<file path="config.mk">
export PLATFORM = sky130hd
export DESIGN_NAME = pc11_regs
export DESIGN_NICKNAME = d
export VERILOG_FILES = /design/src/rtl/pc11_pkg.sv /design/src/rtl/pc11_irq_req.sv /design/src/rtl/pc11_regs.sv
export SDC_FILE = /design/constraint.sdc
export NUM_CORES = 1
export LEC_CHECK = 0
export CAP_MARGIN = 20
export CORE_MARGIN = 2
export CORE_UTILIZATION = 33
export CTS_BUF_LIST = sky130_fd_sc_hd__clkbuf_16
export CTS_CLUSTER_SIZE = 10
export DETAILED_ROUTE_END_ITERATION = 10
export PLACE_DENSITY = 0.8
export SYNTH_ARGS = -nofsm -noshare
export SYNTH_HDL_FRONTEND = slang
export SYNTH_SLANG_ARGS = --single-unit
</file>
<file path="constraint.sdc">
create_clock -name i_clk -period 1.05 [get_ports i_clk]
set_clock_uncertainty 0.05 [all_clocks]
set_input_delay 0.105 -clock i_clk [delete_from_list [all_inputs] [get_ports i_clk]]
set_output_delay 0.105 -clock i_clk [all_outputs]
set_load 0.05 [all_outputs]
</file>
<file path="src/rtl/pc11_pkg.sv">
// pc11_pkg: shared constants for the PC11 paper-tape register block.
//   Register byte offsets from BASE_ADDR, status bit positions, and the
//   default bus address and interrupt vectors.
package pc11_pkg;

    localparam logic [15:0] PC11_BASE_DEF = 16'o177550;
    localparam logic [7:0]  PR_VECTOR_DEF = 8'o070;
    localparam logic [7:0]  PP_VECTOR_DEF = 8'o074;

    // Byte offsets of the four word registers
    localparam logic [2:0] OFF_PRS = 3'd0;
    localparam logic [2:0] OFF_PRB = 3'd2;
    localparam logic [2:0] OFF_PPS = 3'd4;
    localparam logic [2:0] OFF_PPB = 3'd6;

    // Status/control bit positions
    localparam int BIT_ERR   = 15;
    localparam int BIT_BUSY  = 11;
    localparam int BIT_DONE  = 7;
    localparam int BIT_READY = 7;
    localparam int BIT_IE    = 6;
    localparam int BIT_GO    = 0;

    typedef enum logic [1:0] {
        REG_PRS = OFF_PRS[2:1],
        REG_PRB = OFF_PRB[2:1],
        REG_PPS = OFF_PPS[2:1],
        REG_PPB = OFF_PPB[2:1]
    } reg_sel_e;

endpackage

</file>
<file path="src/rtl/pc11_irq_req.sv">
// pc11_irq_req: one interrupt request flop.
//   Sets on a rising edge of i_cond, clears on i_ack or when i_cond drops.
//   A rising edge in the same cycle as i_ack keeps the request set.
// Ports:
//   i_clk, i_reset_n  clock, async active-low reset
//   i_cond            IE & flag for this channel
//   i_ack             acknowledge aimed at this channel
//   o_req             registered request
module pc11_irq_req (
    input  logic i_clk,
    input  logic i_reset_n,
    input  logic i_cond,
    input  logic i_ack,
    output logic o_req
);

    logic r_cond_d;

    always_ff @(posedge i_clk or negedge i_reset_n) begin
        if (!i_reset_n) begin
            r_cond_d <= 1'b0;
            o_req    <= 1'b0;
        end else begin
            r_cond_d <= i_cond;
            if (i_cond && !r_cond_d)
                o_req <= 1'b1;
            else if (i_ack || !i_cond)
                o_req <= 1'b0;
        end
    end

endmodule

</file>
<file path="src/rtl/pc11_regs.sv">
// pc11_regs: PDP-11 PC11 paper-tape reader/punch registers (PRS/PRB/PPS/PPB)
//   and BR4 interrupt requester between the I/O-page decode and the tape
//   emulator. CPU accesses become one-cycle read/punch/clear-done commands.
// Ports:
//   i_clk, i_reset_n            clock, async active-low reset
//   i_addr, i_rd, i_wr, i_byte  bus access (i_addr[0] picks the byte)
//   i_wdata / o_rdata, o_hit    write data / registered read data and hit
//   o_irq, o_vector, i_iack     interrupt request, vector, acknowledge
//   o_tape_read/punch/clear_done one-cycle command pulses to the tape engine
//   o_tape_punch_data           punch byte, held until the next PPB write
//   i_tape_*                    tape engine status and reader byte
//   i_sd_error                  nonzero blocks command issue
module pc11_regs
    import pc11_pkg::*;
#(
    parameter logic [15:0] BASE_ADDR = PC11_BASE_DEF,
    parameter logic [7:0]  PR_VECTOR = PR_VECTOR_DEF,
    parameter logic [7:0]  PP_VECTOR = PP_VECTOR_DEF
) (
    input  logic        i_clk,
    input  logic        i_reset_n,
    input  logic [15:0] i_addr,
    input  logic        i_rd,
    input  logic        i_wr,
    input  logic        i_byte,
    input  logic [15:0] i_wdata,
    output logic [15:0] o_rdata,
    output logic        o_hit,
    output logic        o_irq,
    output logic [7:0]  o_vector,
    input  logic        i_iack,
    output logic        o_tape_read,
    output logic        o_tape_punch,
    output logic        o_tape_clear_done,
    output logic [7:0]  o_tape_punch_data,
    input  logic        i_tape_read_busy,
    input  logic        i_tape_read_done,
    input  logic        i_tape_punch_ready,
    input  logic [7:0]  i_tape_read_data,
    input  logic [3:0]  i_sd_error
);

    logic r_rd_pend, r_rd_inflight, r_pp_pend, r_pp_inflight;
    logic r_pr_ie, r_pp_ie;

    logic       w_hit, w_lo_wr, w_err, w_pp_ready;
    logic       w_rd_issue, w_pp_issue;
    logic       w_prs_wr, w_pps_wr, w_ppb_wr;
    logic       w_pr_req, w_pp_req, w_pr_ack, w_pp_ack;
    reg_sel_e   w_sel;
    logic [15:0] w_prs, w_pps, w_rd_mux;
    logic       w_unused;

    assign w_unused = ^i_wdata[15:8];

    assign w_hit  = (i_addr[15:3] == BASE_ADDR[15:3]);
    assign w_sel  = reg_sel_e'(i_addr[2:1]);
    // High-byte writes never reach IE/GO/punch data, so they are dropped.
    assign w_lo_wr  = i_wr & w_hit & ~(i_byte & i_addr[0]);
    assign w_prs_wr = w_lo_wr & (w_sel == REG_PRS);
    assign w_pps_wr = w_lo_wr & (w_sel == REG_PPS);
    assign w_ppb_wr = w_lo_wr & (w_sel == REG_PPB);

    assign w_err      = |i_sd_error;
    assign w_pp_ready = i_tape_punch_ready & ~r_pp_pend & ~r_pp_inflight;

    // Reader wins a same-cycle conflict; the punch goes out next cycle.
    assign w_rd_issue = r_rd_pend & ~i_tape_read_busy & ~r_rd_inflight & ~w_err;
    assign w_pp_issue = r_pp_pend & i_tape_punch_ready & ~r_pp_inflight & ~w_err
                        & ~w_rd_issue;

    always_comb begin
        w_prs = '0;
        w_prs[BIT_ERR]  = w_err;
        w_prs[BIT_BUSY] = i_tape_read_busy | r_rd_pend;
        w_prs[BIT_DONE] = i_tape_read_done;
        w_prs[BIT_IE]   = r_pr_ie;
        w_pps = '0;
        w_pps[BIT_ERR]   = w_err;
        w_pps[BIT_READY] = w_pp_ready;
        w_pps[BIT_IE]    = r_pp_ie;
        unique case (w_sel)
            REG_PRS: w_rd_mux = w_prs;
            REG_PRB: w_rd_mux = {8'h00, i_tape_read_data};
            REG_PPS: w_rd_mux = w_pps;
            default: w_rd_mux = '0;
        endcase
    end

    always_ff @(posedge i_clk or negedge i_reset_n) begin
        if (!i_reset_n) begin
            o_rdata           <= '0;
            o_hit             <= 1'b0;
            o_tape_read       <= 1'b0;
            o_tape_punch      <= 1'b0;
            o_tape_clear_done <= 1'b0;
            o_tape_punch_data <= '0;
            r_rd_pend         <= 1'b0;
            r_rd_inflight     <= 1'b0;
            r_pp_pend         <= 1'b0;
            r_pp_inflight     <= 1'b0;
            r_pr_ie           <= 1'b0;
            r_pp_ie           <= 1'b0;
        end else begin
            if (i_rd)
                o_rdata <= w_hit ? w_rd_mux : 16'h0000;
            if (i_rd || i_wr)
                o_hit <= w_hit;
            o_tape_clear_done <= i_rd & w_hit & (w_sel == REG_PRB);
            o_tape_read       <= w_rd_issue;
            o_tape_punch      <= w_pp_issue;

            // Inflight covers the gap until the engine reflects the command.
            if (w_rd_issue)            r_rd_inflight <= 1'b1;
            else if (i_tape_read_busy) r_rd_inflight <= 1'b0;
            if (w_pp_issue)              r_pp_inflight <= 1'b1;
            else if (!i_tape_punch_ready) r_pp_inflight <= 1'b0;

            // A new request arriving with an issue re-arms the pend flag.
            if (w_prs_wr && i_wdata[BIT_GO]) r_rd_pend <= 1'b1;
            else if (w_rd_issue)             r_rd_pend <= 1'b0;
            if (w_ppb_wr)        r_pp_pend <= 1'b1;
            else if (w_pp_issue) r_pp_pend <= 1'b0;

            if (w_prs_wr) r_pr_ie <= i_wdata[BIT_IE];
            if (w_pps_wr) r_pp_ie <= i_wdata[BIT_IE];
            if (w_ppb_wr) o_tape_punch_data <= i_wdata[7:0];
        end
    end

    // Only the request currently presented is acknowledged.
    assign w_pr_ack = i_iack & w_pr_req;
    assign w_pp_ack = i_iack & ~w_pr_req & w_pp_req;

    pc11_irq_req u_pr_irq (
        .i_clk     (i_clk),
        .i_reset_n (i_reset_n),
        .i_cond    (r_pr_ie & i_tape_read_done),
        .i_ack     (w_pr_ack),
        .o_req     (w_pr_req)
    );

    pc11_irq_req u_pp_irq (
        .i_clk     (i_clk),
        .i_reset_n (i_reset_n),
        .i_cond    (r_pp_ie & w_pp_ready),
        .i_ack     (w_pp_ack),
        .o_req     (w_pp_req)
    );

    assign o_irq = w_pr_req | w_pp_req;
    // Vector reads 0 with nothing pending so every output is 0 out of reset.
    assign o_vector = w_pr_req ? PR_VECTOR : (w_pp_req ? PP_VECTOR : 8'h00);

endmodule
</file>
* Word level (Yosys, flattened, before mapping) *
Cells that the tools add are included.
Widths: inputs -> output; s select.

storage, ports and cells
  word-level logic and storage cells = 86
  output and inout port bits = 37
  flip-flop bits (word level) = 38

operators by class
  reduce and logical (&&, ||, !) cells = 17
  equal/unequal tests = 5
  multiplexer cells = 16
  bitwise gates (word level) = 32

operators with widths
  kind                  count
  $pmux 16 s3           1
  $and 1x1->1           22
  $mux 16               1
  $eq 13x13->1 const B  1
  $mux 1                12
  $mux 6                2
  $reduce_bool 2->1     5
  $not 1->1             8
  $eq 2x2->1 const B    2
  $logic_not 1->1       4
  $reduce_or 4->1       1
  $logic_and 1x1->1     3
  $logic_or 1x1->1      3
  $eq 2x1->1 const B    1
  $logic_not 2->1       1
  $ne 2x1->1 const B    1
  $or 1x1->1            2

* Longest topological paths before layout *
Gate-level depths: netlist of run 1.

  depth after elaboration = 8
  depth in mapped cells = 5
  mapped depth without buffers = 4

* By module *
From an unflattened synthesis of run 1, not the netlist that was laid out.

second synthesis, totals
  cell total of the unflattened synthesis = 121
  area, all modules = 1515.2 µm²

modules (own cells, without submodules)
  module        area each (µm²)  times used  sequential area each (µm²)  cells each
  pc11_regs     1387.6           1           700.7                       113
  pc11_irq_req  63.8             2           50.0                        4

* Worst setup path after synthesis of run 1 *
Ideal clock, no wire load.

  path type = input to register
  from = input port i_addr[7]
  to = register o_tape_punch_data[0]
  buffers on the path = 0
  path slack = -0.302 ns
  cell stages on the path = 4
  setup time = 0.125 ns
  arrival = 1.177 ns
  required time = 0.875 ns
  path through = nand2b_1 > nor4_4 > nand4_4 > mux2_2

between the ends
  cells in the longest elaborated chain, start to end = 4

RTL lines
  what                       line              source
  from (decl)                pc11_regs.sv:22   input logic [15:0] i_addr,
  $eq 13x13->1               pc11_regs.sv:56   assign w_hit = (i_addr[15:3] == BASE_ADDR[15:3]);
  $and 1x1->1 (2 in series)  pc11_regs.sv:59   assign w_lo_wr = i_wr & w_hit & ~(i_byte & i_addr[0]);
  $and 1x1->1                pc11_regs.sv:62   assign w_ppb_wr = w_lo_wr & (w_sel == REG_PPB);
  to (signal assigned)       pc11_regs.sv:127  if (w_ppb_wr) o_tape_punch_data <= i_wdata[7:0];
  to (decl)                  pc11_regs.sv:35   output logic [7:0] o_tape_punch_data,

No other way between the ends.
A chain may end at the register's enable or synchronous reset.

* Worst setup path in the final report of run 1 *
  from = register u_pp_irq.o_req
  to = output port o_vector[3]

between the ends
  cells in the longest elaborated chain, start to end = 2

RTL lines
  what                    line                source
  from (decl)             pc11_irq_req.sv:14  output logic o_req
  from (signal assigned)  pc11_irq_req.sv:22  o_req <= 1'b0;
  from (signal assigned)  pc11_irq_req.sv:26  o_req <= 1'b1;
  from (signal assigned)  pc11_irq_req.sv:28  o_req <= 1'b0;
  $mux 6 (2 in series)    pc11_regs.sv:153    assign o_vector = w_pr_req ? PR_VECTOR : (w_pp_req ? PP_VECTOR : 8'h00);
  to (decl)               pc11_regs.sv:30     output logic [7:0] o_vector,

No other way between the ends.

==> results of run 1 <==
[cell type report]
cell class	instances	area, µm²
clock buffers	5	125
clock inverters	2	7.51
flip-flops and latches	32	801
well taps	52	65.1
fillers	310	1490
inverters	7	27.5
repair buffers	93	1080
multi-input cells	72	672
[cell families after synthesis]
family                 count (synthesis)
and+or+nand+nor                       27
other                                  1
AOI/OAI and AO/OA                     21
DFF                                   32
buffers and inverters                 22
muxes                                 13
[repair_timing]
action | CTS | global route
setup endpoints to repair | 33 | 31
setup buffers | 7 | 3
pin swaps | 17 | 10
resized for setup | 83 | 10
cloned | 1 | 0
[report_power, final]
group / total (W) / internal (W) / switching (W)
logic: 0.000397 / 0.000186 / 0.000210
clock network: 0.00131 / 0.000844 / 0.000461
registers: 0.00126 / 0.00125 / 0.0000130
[cells in the final DEF, fill, tap and decap left out, types with 4 or more instances in the layout]
master and n:
dfrtp_1 32, buf_12 24, clkdlybuf4s50_1 22, buf_4 20, conb_1 10, buf_2 9, mux2_2 7, dlygate4sd2_1 7
a22o_1 6, inv_1 5, clkbuf_16 5, mux2_4 4, buf_6 4
[routing by layer]
layer | up-vias | wire length [µm] | GRT usage
met5 | - | 0 | 0
met4 | 0 | 57 | 0.0577
met3 | 8 | 239 | 0.0491
met2 | 50 | 2020 | 0.286
met1 | 572 | 1440 | 0.190
li1 | 577 | - | -
[per-stage QoR]
stage / area [µm²] / instances / TNS (ns) / util
2_1_floorplan: 1490 / 125 / -4.35 / -
3_3_place_gp: 2480 / 247 / -19.01 / 0.582
3_5_place_dp: 2480 / 247 / -19.68 / 0.582
4_1_cts: 2750 / 261 / -2.43 / 0.644
5_1_grt: 2780 / 263 / -3.71 / 0.652
6_report: 2780 / 263 / -2.15 / 0.652
[critical path, stage by stage (launching register included)]
cell and delay [ns]:
dfrtp_1 0.38, or2_4 0.29, buf_6 0.16
[final timing paths]
path	end	slack (ns)	cells after the start	start
setup / recovery	o_vector[3]	-0.21	2	u_pp_irq.o_req$_DFFE_PN0P_
hold / removal	u_pr_irq.r_cond_d$_DFF_PN0_	0.16	2	i_reset_n
setup reg to reg	r_pp_inflight$_DFFE_PN0P_	-0.08	4	r_rd_inflight$_DFFE_PN0P_
hold reg to reg	u_pr_irq.o_req$_DFFE_PN0P_	0.37	1	u_pr_irq.r_cond_d$_DFF_PN0_
max in group asynchronous	o_tape_punch_data[3]$_DFFE_PN0P_	0.61	2	i_reset_n
min in group i_clk	r_pp_pend$_DFFE_PN0P_	0.20	3	i_addr[2]
==> run metrics, run 1 <==
Rows 24; core box area 0.00426 mm²; Post-route DRC 0; Area growth syn-to-layout 93.0%; Synth Area in Simple Gates 0.141; final setup vio count 24; cts hold-fix bufs 0; Routed Antenna Nets 0; Post-synth ARST share 1.00; # IOs 90; DIE AREA 0.00491 mm²; max reg flops 10; register area share after synthesis 0.556; Ys Warns 0; Post-synth top flop dfrtp_1; Starting Density 0.338; clock latency on the worst-skew pair 0.27 ns; die height 70.1 µm; initial antenna violation count 0; Crit. End Element output port; n_diodes 0; post-synthesis compound-gate area fraction 0.106; largest net degree at the start of global routing 33; violated checks negative setup slack; hold crit path type input pin to asynchronous set/reset pin; Post-synth EDFFs 0; setup slack after layout -0.208 ns; overall die width 70.1 µm; vias per cell 4.59; Post-DP HPWL 2710 µm; Fin Hold WS 0.162 ns; area leader, netlist dfrtp_1; FMAX 795 MHz; kind of start point of the critical path flop; DRT iter0 DRCs 41; Max Slew Vio Count 0; combinational family with the most area after synthesis simple AND/OR/NAND/NOR gates; wire length per cell 14.3 µm; Power Total 0.00297 W; Crit Path Max Fanout 4; TritonCTS Buffers 5; clk slew on worst S/H paths 0.05 ns; max-capacitance violation count 0; CTS tree yes; clock buffer depth 2; Leak 1.35 nW; # nets final 264; Worst EP required 0.89 ns; status finished with violations; count of cell types in the netlist 30; Largest regs o_rdata (10), o_tape_punch_data (8); dpl ws -0.821 ns; vias 1207; largest cells by area after synthesis dfrtp_1, mux2_2, buf_4; RePlAce Congestion 0.736; clock root buffer clkbuf_16; Fin. Hold Viols 0; Largest Register o_rdata; layout cells sized above 1 0.498; Tcrit/Tclk final 1.20; via count of the first global-routing pass 1342; Port Buffers 71; CP Class flop to output port; maximum vdd drop 0.972 mV; Worst EP arrival 1.10 ns; mux contribution to synthesized area 0.0999; grt ovf 0; Synth Area in XOR/XNOR 0; most frequent cells after synthesis dfrtp_1, buf_4, mux2_2; CTS Sinks 32; post-layout min period 1.26 ns; synthesized area 0.00144 mm²; syn avg cell area 12.4 µm²; H-tree Lvls 2; Power Density 1070 mW/mm²; most frequent cell after synthesis dfrtp_1; gr usage total 0.164; flops & latches, synth 32; Synth top area share 0.556; Mapped Cells 116; global-route wire length before repair 6190 µm; Synth Area in Adders 0; routed wire length 3760 µm; RSZ-0062 raised after global routing true; drt pass-1 iters 2
(Power assumes the default switching activity.)
==> inputs of run 2 (changes only) <==
--- a/config.mk
+++ b/config.mk
@@ -12,6 +12,7 @@
 export CTS_CLUSTER_SIZE = 10
 export DETAILED_ROUTE_END_ITERATION = 10
 export PLACE_DENSITY = 0.8
+export SLEW_MARGIN = 30
 export SYNTH_ARGS = -nofsm -noshare
 export SYNTH_HDL_FRONTEND = slang
 export SYNTH_SLANG_ARGS = --single-unit
==> results of run 2 <==
No change in the layout: final DEF, timing and power equal those of run 1.
